==> src/rtl/sync_fifo_prog.sv <==
// Synchronous FIFO with arbitrary depth, programmable almost-full/almost-empty
// thresholds, occupancy count, synchronous flush and sticky error status.
module sync_fifo_prog #(
  parameter  int FIFO_WIDTH = 16,
  parameter  int FIFO_DEPTH = 8,
  localparam int CNT_W      = $clog2(FIFO_DEPTH + 1)
) (
  input  logic                  clk,
  input  logic                  rst,
  input  logic                  flush,
  input  logic [FIFO_WIDTH-1:0] data_in,
  input  logic                  wr_en,
  input  logic                  rd_en,
  input  logic [CNT_W-1:0]      afull_thresh,
  input  logic [CNT_W-1:0]      aempty_thresh,
  input  logic                  sticky_clr,
  output logic [FIFO_WIDTH-1:0] data_out,
  output logic                  wr_ack,
  output logic                  overflow,
  output logic                  underflow,
  output logic                  full,
  output logic                  empty,
  output logic                  almostfull,
  output logic                  almostempty,
  output logic [CNT_W-1:0]      count,
  output logic                  ovf_sticky,
  output logic                  udf_sticky
);

  localparam int                PTR_W    = $clog2(FIFO_DEPTH);
  localparam logic [PTR_W-1:0]  PTR_LAST = PTR_W'(FIFO_DEPTH - 1);
  localparam logic [CNT_W-1:0]  CNT_FULL = CNT_W'(FIFO_DEPTH);

  // Handshake: a write is taken on any edge where wr_en && !full, a read on any
  // edge where rd_en && !empty (flush/rst discard both); wr_ack, overflow and
  // underflow report the outcome as one-cycle pulses on the following cycle.

  logic [FIFO_WIDTH-1:0] mem_q [FIFO_DEPTH];

  logic [PTR_W-1:0]      wr_ptr_q, wr_ptr_d;
  logic [PTR_W-1:0]      rd_ptr_q, rd_ptr_d;
  logic [CNT_W-1:0]      count_q, count_d;
  logic [FIFO_WIDTH-1:0] data_out_q, data_out_d;
  logic                  wr_ack_q, wr_ack_d;
  logic                  overflow_q, overflow_d;
  logic                  underflow_q, underflow_d;
  logic                  ovf_sticky_q, ovf_sticky_d;
  logic                  udf_sticky_q, udf_sticky_d;

  logic full_w, empty_w;
  logic wr_acc, rd_acc;
  logic ovf_evt, udf_evt;

  assign full_w  = (count_q == CNT_FULL);
  assign empty_w = (count_q == '0);

  assign wr_acc  = !flush && wr_en && !full_w;
  assign rd_acc  = !flush && rd_en && !empty_w;
  assign ovf_evt = !flush && wr_en && full_w;
  assign udf_evt = !flush && rd_en && empty_w;

  always_comb begin
    wr_ptr_d     = wr_ptr_q;
    rd_ptr_d     = rd_ptr_q;
    count_d      = count_q;
    data_out_d   = data_out_q;
    wr_ack_d     = wr_acc;
    overflow_d   = ovf_evt;
    underflow_d  = udf_evt;
    ovf_sticky_d = ovf_sticky_q;
    udf_sticky_d = udf_sticky_q;

    if (flush) begin
      wr_ptr_d = '0;
      rd_ptr_d = '0;
      count_d  = '0;
    end else begin
      if (wr_acc) begin
        wr_ptr_d = (wr_ptr_q == PTR_LAST) ? '0 : wr_ptr_q + PTR_W'(1);
      end
      if (rd_acc) begin
        rd_ptr_d   = (rd_ptr_q == PTR_LAST) ? '0 : rd_ptr_q + PTR_W'(1);
        data_out_d = mem_q[rd_ptr_q];
      end
      if (wr_acc && !rd_acc) begin
        count_d = count_q + CNT_W'(1);
      end else if (rd_acc && !wr_acc) begin
        count_d = count_q - CNT_W'(1);
      end
      // A new error event outranks a clear arriving on the same edge.
      ovf_sticky_d = ovf_evt || (ovf_sticky_q && !sticky_clr);
      udf_sticky_d = udf_evt || (udf_sticky_q && !sticky_clr);
    end
  end

  always_ff @(posedge clk) begin
    if (rst) begin
      wr_ptr_q     <= '0;
      rd_ptr_q     <= '0;
      count_q      <= '0;
      data_out_q   <= '0;
      wr_ack_q     <= 1'b0;
      overflow_q   <= 1'b0;
      underflow_q  <= 1'b0;
      ovf_sticky_q <= 1'b0;
      udf_sticky_q <= 1'b0;
    end else begin
      wr_ptr_q     <= wr_ptr_d;
      rd_ptr_q     <= rd_ptr_d;
      count_q      <= count_d;
      data_out_q   <= data_out_d;
      wr_ack_q     <= wr_ack_d;
      overflow_q   <= overflow_d;
      underflow_q  <= underflow_d;
      ovf_sticky_q <= ovf_sticky_d;
      udf_sticky_q <= udf_sticky_d;
    end
  end

  // Storage is never reset; only entries between the pointers are meaningful.
  always_ff @(posedge clk) begin
    if (!rst && wr_acc) begin
      mem_q[wr_ptr_q] <= data_in;
    end
  end

  assign data_out    = data_out_q;
  assign wr_ack      = wr_ack_q;
  assign overflow    = overflow_q;
  assign underflow   = underflow_q;
  assign full        = full_w;
  assign empty       = empty_w;
  assign almostfull  = (count_q >= afull_thresh);
  assign almostempty = (count_q <= aempty_thresh);
  assign count       = count_q;
  assign ovf_sticky  = ovf_sticky_q;
  assign udf_sticky  = udf_sticky_q;

endmodule

==> config.mk <==
export PLATFORM = sky130hd
export DESIGN_NAME = sync_fifo_prog
export DESIGN_NICKNAME = d
export VERILOG_FILES = /design/src/rtl/sync_fifo_prog.sv
export SDC_FILE = /design/constraint.sdc
export NUM_CORES = 1
export LEC_CHECK = 0
export BUFFER_PORTS_ARGS = -buffer_cell sky130_fd_sc_hd__buf_2
export CAP_MARGIN = 20
export CORE_MARGIN = 5
export CORE_UTILIZATION = 40
export CTS_BUF_LIST = sky130_fd_sc_hd__clkbuf_8
export CTS_CLUSTER_DIAMETER = 80
export DETAILED_ROUTE_END_ITERATION = 10
export PLACE_DENSITY = 0.55
export RECOVER_POWER = 25
export SLEW_MARGIN = 10
export SYNTH_ARGS = -nofsm -noshare
export SYNTH_HDL_FRONTEND = slang
export SYNTH_SLANG_ARGS = --single-unit
==> constraint.sdc <==
create_clock -name clk -period 5.6 [get_ports clk]
set_input_delay 0.28 -clock clk [delete_from_list [all_inputs] [get_ports clk]]
set_output_delay 0.28 -clock clk [all_outputs]
set_load 0.05 [all_outputs]
Word-level counts from Yosys, hierarchy flattened --
Memories as Yosys holds them, arrays and structs flattened. A register that Yosys moved wholly into a read port is not among the register bits. Index checks and enable logic that the tools add are counted. Widths: inputs -> output; s select.
Cells by class: add/sub/neg operators 4, $lt $le $gt $ge 2, equality and inequality tests 3, multiplexer cells 6, bitwise gates (word level) 1, reduce and logical (&&, ||, !) cells 24
Operators with widths (number):
- $logic_and 1x1->1 | 11
- $mux 4 | 2
- $logic_not 1->1 | 7
- $add 3x1->3 const B | 2
- $eq 3x3->1 const B | 2
- $mux 3 | 2
- $add 4x1->4 const B | 1
- $eq 4x4->1 const B | 1
- $ge 4x4->1 | 1
- $le 4x4->1 | 1
- $logic_not 4->1 | 1
- $sub 4x1->4 const B | 1
- $logic_or 1x1->1 | 2
- $mux 1 | 2
- $reduce_and 2->1 | 1
- $reduce_bool 2->1 | 1
- $reduce_or 2->1 | 1
- $not 1->1 | 1
Storage, ports and cells: flip-flop bits (word level) 15, RAM bits 128, input port bits 30, memories kept 1
Memories:
- mem_q | depth 8, width 16, read ports 1, clocked after Yosys merged registers in 1, write ports 1, RTL line 38 | logic [FIFO_WIDTH-1:0] mem_q [FIFO_DEPTH];

Logic depth before layout (Yosys ltp) --
Gate-level depths: netlist of the first run.
depth after elaboration 7, depth in mapped cells 11

Worst setup path before layout of the first run --
OpenSTA, ideal clock, no wires.
path kind reg-to-reg, start reg count_q[1], in the netlist count[1], end mem mem_q[0][0], enable pin, library setup time 436 ps, arrival 3400 ps, required time 5164 ps, setup slack 1764 ps, cell stages (with the launch flop) 5, clock period less this slack 3836 ps, path through dfxtp_1 > nor4b_2 > or3b_1 > buf_6 > nor4b_1
Between the ends: longest elaborated chain between the ends 6
RTL lines:
- from (decl) | RTL line 42 | logic [CNT_W-1:0] count_q, count_d;
- from (signal assigned) | RTL line 110 | count_q <= count_d;
- $eq 4x4->1 | RTL line 54 | assign full_w = (count_q == CNT_FULL);
- named net full | RTL line 21 | output logic full,
- $logic_not 1->1 | RTL line 57 | assign wr_acc = !flush && wr_en && !full_w;
- $logic_and 1x1->1 | RTL line 57
- $logic_and 1x1->1 | RTL line 122 | if (!rst && wr_acc) begin
- $mux 1 | RTL line 122
- $mux 1 (implied by the code) | RTL line 123 | mem_q[wr_ptr_q] <= data_in;
- to (decl) | RTL line 38
The timed path passes the listed nets, and every way through them passes these cells.

Worst setup path in the final report of the first run --
start reg count_q[1], in the netlist count[1], end mem mem_q[7][0], enable pin
Between the ends: longest elaborated chain between the ends 6
RTL lines:
- $eq 4x4->1 | RTL line 54
- $logic_not 1->1 | RTL line 57
- $logic_and 1x1->1 | RTL line 57
- named net wr_acc | RTL line 51 | logic wr_acc, rd_acc;
- $logic_and 1x1->1 | RTL line 122
- $mux 1 | RTL line 122
- $mux 1 (implied by the code) | RTL line 123
The timed path passes the listed nets, and every way through them passes these cells.

==> results of run 1 <==
==> layout make-up <==
class	instances	share of cell area, %
clock inverter	12	2.625
sequential	159	60.84
multi-input combinational	171	23.58
clock buffer	20	3.750
tap	216	3.682
timing repair buffer	69	4.841
inverter	12	0.6819
==> power by group <==
group | total [mW] | internal, mW | switching (mW)
clock network | 0.962 | 0.562 | 0.399
logic | 0.174 | 0.0543 | 0.120
registers | 1.30 | 1.29 | 0.0122
total | 2.44 | 1.91 | 0.531
==> cell usage in the layout, fill, tap and decap left out, types with 3 or more instances in the layout <==
| cell type | count |
|---|---|
| edfxtp_1 | 128 |
| buf_2 | 44 |
| mux4_2 | 32 |
| dfxtp_1 | 30 |
| nor2_1 | 22 |
| clkbuf_8 | 20 |
| o22ai_1 | 16 |
| nand2_1 | 15 |
| ha_1 | 15 |
| nor3_2 | 14 |
| clkbuf_1 | 14 |
| inv_1 | 13 |
| buf_4 | 11 |
| a21oi_1 | 8 |
| nor3_1 | 5 |
| bufinv_16 | 5 |
| nor2_4 | 4 |
| nor2_2 | 4 |
| a21o_1 | 3 |
| clkinvlp_4 | 3 |
==> worst paths after layout <==
path,slack [ns],depth (start not counted),startpoint,to
setup reg to reg,2.66,6,count[1],mem_q[7][0]
setup / recovery,2.66,6,count[1],mem_q[7][0]
hold / removal,0.09,2,wr_en,overflow
hold reg to reg,0.48,2,udf_sticky,udf_sticky
==> state kept, by name, indices dropped and copies added, names as in the netlist, 3 cells and up <==
register,cells
rd_ptr_q,3
count,4
data_out,16
mem_q,128
wr_ptr_q,3
==> cells by family after synthesis <==
family	after synthesis	synth area share, %
AOI/OAI and AO/OA	35	3.552
buffers and inverters	30	2.723
DFF	159	70.42
xor gates and xnor gates	2	0.2763
muxes	33	11.53
and+or+nand+nor	85	8.230
adders and majority gates	16	3.276
==> metal layers <==
| layer | share of wire, % | global-route usage [%] |
|---|---|---|
| met3 | 5.1 | 4.293 |
| met5 | 0 | 0 |
| met4 | 0.88 | 5.151 |
| met1 | 44 | 19.76 |
| met2 | 50 | 24.42 |
==> per-stage QoR <==
stage	setup WS (ns)	hold WS (ns)	instances
3_5_place_dp	2.626	0.4795	627
2_1_floorplan	1.764	0.3789	360
5_1_grt	2.436	0.06552	659
4_1_cts	2.610	0.05051	659
6_report	2.662	0.09334	659
3_3_place_gp	2.729	0.4446	627
==> impl_metrics.toml, run 1 <==
[timing]
skew_ns = 0.008894
tightest_slew_ns = 1.027
fmax_mhz = 340.4
setup_viol = 0
period_share_pct = 52.47
hold_viol_final = 0
setup_tns_ns = 0
slew_viol_final = 0
max_slew_margin_pct = 31.29
rsz0062_at_grt = "no"
finalCriticalPeriod_ns = 2.938

[route]
routedWlPerCell_um = 19.73
vias = 3370
antenna_left = 0
wl_mm = 13.00
vias_per_cell = 5.114
first_iter_violations = 217
first_pass_iters = 4
drc = 0

[finish]
areaGrowthSynthToFinish_pct = 15.77
n_antenna_cell = 0
fill_cells = 1350
drive_gt1_share_pct = 34.09
final_area_um2 = 7340
multi_input_area_um2 = 1730
fin_nets = 476
final_core_util_pct = 46.71
seq_area_um2 = 4466

[synth]
synth-edff-count = 128
syn_inst = 360
yosysTopAreaCell = "edfxtp_1"
syn-num-nets = 406
seq_area_frac_synth_pct = 70.42
synth_area_leaders = "edfxtp_1 (61%), mux4_2 (11%), dfxtp_1 (9.8%)"
synth_area_per_cell_um2 = 17.61
yosys-top-cells-count = "edfxtp_1 (128), mux4_2 (32), dfxtp_1 (31)"
async_flop_share_pct = 0
syn_area_um2 = 6340
yosysMostFrequentCell = "edfxtp_1"
ys.warnings.count = 0
ys_types = 50
synth_top_area_share_pct = 60.63
synthFlopType = "edfxtp_1"
synth.ff_latch_count = 159

[global_route]
grt_pass1_vias = 3584
grt_pass1_wl_mm = 20.38
grt_start_max_net_pins = 27
globalRoute.totalOverflow = 0
antenna_found_initial = 0
grt.total_usage_pct = 15.11

[critical_path]
path_class = "flip-flop to flip-flop"
worstPathArrival_ns = 3.08
crit_path_top_delay_cell = "nor2_1"
worst_path_largest_cell_delay_ns = 0.82
start_kind = "flip-flop"
worstPathMaxFanout = 10
path_buf_inv = 2
crit_family = "simple AND/OR/NAND/NOR gates"
cp-end-kind = "flip-flop"
crit_chain = "nor4b_2 -> or3b_1 -> inv_2 -> nand2_1 -> nor2_1 -> buf_4"
cp.required_ns = 5.75

[floorplan]
coreArea_um2 = 15710
die_area_um2 = 18470
rows = 46
die_w_um = 135.9
io_pins = 59
initial_core_util_pct = 40.35
die_height_um = 135.9

[power]
finalPower_mw = 2.437
p_per_area_nw_per_um2 = 332.0
leakagePower_nw = 2.533
ir_drop_mv = 0.2187

[placement]
portBuffers = 58
gp_congestion = 0.6859
dp_hpwl_mm = 8.208
dpl-instance-area_um2 = 6889

[clocking]
htree_levels = 4
root_buffer = "clkbuf_8"
cts_tree = "done"
clockBufferDepth = 2
hold_buffers = 0
cts.reportedPaths.clkPinSlew_ns = 0.08
postCtsSetupBuffers = 0
cts.sinks = 159
numCtsBuffers = 17
cts_resized = 0
clk_latency_ns = 0.44

[min_path]
hold_class = "primary input to flip-flop"

[run_status]
outcome = "complete, no violations"

[job]
drv_cap = 0
Note: power is estimated with default switching activity, not from simulation.
==> run 2: changes to the inputs <==
Settings changed: ABC_AREA from default to 1, PLACE_DENSITY 0.55 to 0.57.
Clock period 5.6 ns to 2.7 ns, I/O delays scaled along.
==> impl_metrics.toml, run 2 <==
[floorplan]
coreArea_um2 = 17120
io_pins = 59
die_w_um = 141.5
die_area_um2 = 20010
rows = 48
initial_core_util_pct = 40.39
die_height_um = 141.5

[finish]
layout_commonest_cell = "nand2_1"
drive_gt1_share_pct = 13.31
largest_reg_flops = 128
fin_nets = 823
final_cell_mix = "nand2_1 (200), edfxtp_1 (128), inv_1 (116), nand3_1 (100), buf_2 (46)"
stdcell_count = 1014
areaGrowthSynthToFinish_pct = 15.06
final_core_util_pct = 46.47
top_register = "mem_q"
final_area_um2 = 7954
n_antenna_cell = 0

[power]
ir_drop_mv = 0.3081
p_seq_share_pct = 57.5
p_per_area_nw_per_um2 = 588.1
switching_share_pct = 23.55
clkPwrFrac_pct = 34.6
leakagePower_nw = 3.450
combPwrFrac_pct = 7.9
internal_power_mw = 3.576
power_switching_mw = 1.101

[clocking]
clockBufferDepth = 2
cts.sinks = 159
cts_tree = "done"
clk_latency_ns = 0.45
root_buffer = "clkbuf_8"
cts.reportedPaths.clkPinSlew_ns = 0.08
numCtsBuffers = 17
htree_levels = 4

[min_path]
hold_class = "primary input to flip-flop"

[route]
vias = 4819
antenna_left = 0
drc = 0
wl_mm = 15.07
first_iter_violations = 328
vias_per_cell = 4.752
routedWlPerCell_um = 14.86
first_pass_iters = 4

[global_route]
grt_pass1_vias = 4701
grt_start_max_net_pins = 57
globalRoute.totalOverflow = 0
grt_pass1_wl_mm = 24.16
antenna_found_initial = 0
grt.total_usage_pct = 15.65

[critical_path]
path_class = "flip-flop to flip-flop"
cp.required_ns = 3.08
cp-end-kind = "flip-flop"
start_kind = "flip-flop"
worstPathArrival_ns = 2.63
worstPathMaxFanout = 8

[timing]
skew_ns = 0.006631
period_share_pct = 83.34
slew_viol_final = 0
setup_tns_ns = 0
setup_viol = 0
max_slew_margin_pct = 54.95
finalCriticalPeriod_ns = 2.250
rsz0062_at_grt = "no"
hold_viol_final = 0
hold-worst-slack_ns = 0.04305
tightest_slew_ns = 0.6748
fmax_mhz = 444.4

[synth]
synth_top_area_share_pct = 55.60
async_flop_share_pct = 0
synthFlopType = "edfxtp_1"
yosys-top-cells-count = "nand2_1 (200), edfxtp_1 (128), inv_1 (116)"
syn-num-nets = 742
seq_area_frac_synth_pct = 64.58
ys_types = 27
synth_area_leaders = "edfxtp_1 (56%), nand2_1 (11%), dfxtp_1 (9.0%)"
syn_inst = 696
synth.ff_latch_count = 159
yosysTopAreaCell = "edfxtp_1"
synth-edff-count = 128
ys.warnings.count = 0
yosysMostFrequentCell = "nand2_1"
synth_area_per_cell_um2 = 9.932
syn_area_um2 = 6913

[run_status]
outcome = "complete, no violations"

[placement]
dpl-instance-area_um2 = 7428
portBuffers = 58
dp_hpwl_mm = 9.021
gp_congestion = 0.8104
dp.cells = 965

[job]
drv_cap = 0
==> run 2: power by group through the flow <==
stage	combinational (mW)	clock [mW]	sequential, mW
CTS	0.377	1.66	2.69
global route	0.413	1.76	2.69
finish	0.369	1.62	2.69
global placement	0.346	0	2.74
detailed placement	0.356	0	2.75
floorplan	0.189	0	2.79
==> run 2: path summary, 6_finish.rpt <==
path | start | endpoint | slack [ns] | cells after the start
setup / recovery | count[1] | count[3] | 0.45 | 13
hold / removal | flush | rd_ptr_q[2] | 0.04 | 4
setup reg to reg | count[1] | count[3] | 0.45 | 13
hold reg to reg | ovf_sticky | ovf_sticky | 0.46 | 2
==> run 2: logic make-up (layout without fill, tap and decap cells) <==
group                    count (synthesis)  after routing  synth area share, %
flip-flops                             159            159                64.58
AND/OR/NAND/NOR                        325            325                19.96
XOR/XNOR                                 1              1               0.1267
buffers and inverters                  154            247                9.249
adder cells (fa/ha/maj)                 16             16                3.005
AO/OA/AOI/OAI                           41             41                3.077
==> run 2: worst max-delay path, stage by stage (launching register included) <==
cell,delay (ns)
dfxtp_1,0.40
nor2_2,0.16
nand3_1,0.16
nand2_2,0.19
inv_1,0.07
ha_1,0.20
inv_1,0.13
ha_1,0.27
or2_1,0.25
nand2_1,0.07
nand3_1,0.06
nand2_1,0.06
nand2_1,0.04
a21oi_1,0.11
==> run 2: cell type report <==
type                            count  area [µm²]
Sequential cell                   159        4466
Timing Repair Buffer               91       568.0
Clock buffer                       17       234.0
Tap cell                          225       281.5
Clock inverter                     14       126.4
Inverter                          125       469.2
Multi-Input combinational cell    383        1809
Fill cell                        1624        9163
==> run 2: per-stage QoR <==
step,worst slack [ns],power [mW]
4_1_cts,0.4389,4.726
3_5_place_dp,0.4622,3.101
2_1_floorplan,0.2498,2.983
3_3_place_gp,0.5616,3.090
6_report,0.4497,4.678
5_1_grt,0.1835,4.864
==> run 2: metal layers <==
layer	track usage, %	part of all wire [%]	vias up
met3	3.236	5.3	21
met5	0	0	-
met4	6.414	2.1	0
met2	25.73	47	120
met1	20.30	45	2271
li1	-	-	2407
==> run 2: timing repair <==
action / 4_1_cts / 5_1_grt
hold buffers: 18 / 0
setup buffers: 0 / 0
resized for setup: 0 / 0
endpoints found under the hold margin: 131 / 0
==> run 3: changes to the inputs <==
Clock period 2.7 ns to 1.9 ns, I/O delays scaled along.
==> impl_metrics.toml, run 3 (synthesis gave the netlist of run 2 again) <==
[run_status]
outcome = "complete, no violations"

[critical_path]
start_kind = "flip-flop"
cp-startpoint = "count[0]"
crit_chain = "nor2_4 -> nand3_2 -> nand2_4 -> inv_1 -> ha_4 -> inv_4 -> ha_4 -> or2_4 -> nand2_1 -> nand3_1 -> nand2_1 -> nand2_1 -> a21oi_1"
crit_path_top_delay_cell = "dfxtp_4"
worst_path_largest_cell_delay_ns = 0.38
crit_family = "simple AND/OR/NAND/NOR gates"
cp.required_ns = 2.28
path_class = "flip-flop to flip-flop"
cp-end-kind = "flip-flop"
path_buf_inv = 2
worstPathArrival_ns = 2.18
r2r_start = "count[0]"
path_common_cell = "nand2_1"
worstPathMaxFanout = 5

[timing]
finalCriticalPeriod_ns = 1.804
setup_viol = 0
fmax_mhz = 554.4
rsz0062_at_grt = "yes"
slew_viol_final = 0
hold_viol_final = 0
period_share_pct = 94.94
tightest_slew_ns = 0.6664
max_slew_margin_pct = 55.51
skew_ns = 0.009757

[finish]
multi_input_area_um2 = 1876
fin_nets = 835
fill_cells = 1571
areaGrowthSynthToFinish_pct = 20.27
largest_reg_flops = 128
final_cell_mix = "nand2_1 (200), edfxtp_1 (128), inv_1 (113), nand3_1 (99), buf_2 (44)"
n_antenna_cell = 0
stdcell_count = 1027
drive_gt1_share_pct = 17.21
final_area_um2 = 8314
top_register = "mem_q"
seq_area_um2 = 4481
layout_commonest_cell = "nand2_1"

[route]
vias_per_cell = 4.708
vias = 4835
drc = 0
wl_mm = 15.57
routedWlPerCell_um = 15.16
first_pass_iters = 5
first_iter_violations = 246
antenna_left = 0

[global_route]
grt_pass1_wl_mm = 25.07
grt.total_usage_pct = 16.24
grt_start_max_net_pins = 67
globalRoute.totalOverflow = 0
grt_pass1_vias = 4891
antenna_found_initial = 0

[clocking]
cts.sinks = 159
root_buffer = "clkbuf_8"
htree_levels = 4
cts.reportedPaths.clkPinSlew_ns = 0.08
numCtsBuffers = 17
cts_tree = "done"
clk_latency_ns = 0.45
clockBufferDepth = 2

[floorplan]
die_w_um = 141.5
initial_core_util_pct = 40.39
die_height_um = 141.5
die_area_um2 = 20010
coreArea_um2 = 17120
io_pins = 59
rows = 48

[power]
p_per_area_nw_per_um2 = 825.4
leakagePower_nw = 3.562
ir_drop_mv = 0.4528

[placement]
portBuffers = 58
gp_congestion = 0.8339
dpl-instance-area_um2 = 7679
dp.cells = 970
dp_hpwl_mm = 9.821

[min_path]
hp-start = "rst"
hold_class = "primary input to flip-flop"

[job]
drv_cap = 0
==> run 3: cell count changes in the layout (fill, tap and decap cells not counted), moves of 3 or more <==
cell / delta
dfxtp_1: -4
nor2_1: -8
nor2_2: +7
buf_12: +11
dfxtp_4: +4
clkinv_1: -3
inv_1: -3
==> run 3: area by class of cell <==
type                       count  share of cell area (%)
timing repair buffer         103                   9.692
inverter                     125                   5.673
clock buffer                  19                   3.145
sequential                   159                   53.89
clock inverter                13                   1.655
multi-input combinational    383                   22.56
tap                          225                   3.386
==> run 3: layer usage <==
layer	track usage, %	wire length [µm]	vias up
met5	0	0	-
met4	5.859	246	0
met3	3.674	819	18
met2	28.17	7780	131
met1	19.93	6726	2252
li1	-	-	2434
==> run 3: where the power goes <==
part | switching [mW] | total, mW | internal, mW | leakage [nW]
Combinational | 0.389 | 0.585 | 0.195 | 1.97
Sequential | 0.0265 | 3.82 | 3.79 | 1.41
Clock | 1.23 | 2.46 | 1.23 | 0.188
==> run 3: metrics by stage <==
stage            TNS, ns  setup slack (ns)  util, %  hold slack (ns)  power, mW
3_3_place_gp           0            0.1011    44.86           0.3500      4.425
5_1_grt        -0.006152         -0.006152    48.57          0.01466      7.134
2_1_floorplan          0           0.02085        -           0.1745      4.253
6_report               0           0.09616    48.57          0.01723      6.863
3_5_place_dp           0           0.02544    44.86           0.3605      4.445
4_1_cts                0          0.009585    48.36         0.004111      6.929
==> run 3: worst paths after layout <==
kind | depth (start not counted) | slack [ns] | endpoint
setup / recovery | 13 | 0.1 | count[3]
hold / removal | 2 | 0.02 | data_out[9]
setup reg to reg | 13 | 0.1 | count[3]
hold reg to reg | 2 | 0.47 | data_out[4]
==> run 3: what timing repair did <==
| item | in CTS | in global routing |
|---|---|---|
| gates resized for setup | 0 | 7 |
| hold buffers | 20 | 0 |
| endpoints found under the setup margin | 0 | 3 |
| endpoints found under the hold margin | 134 | 0 |
| buffers inserted | 0 | 5 |
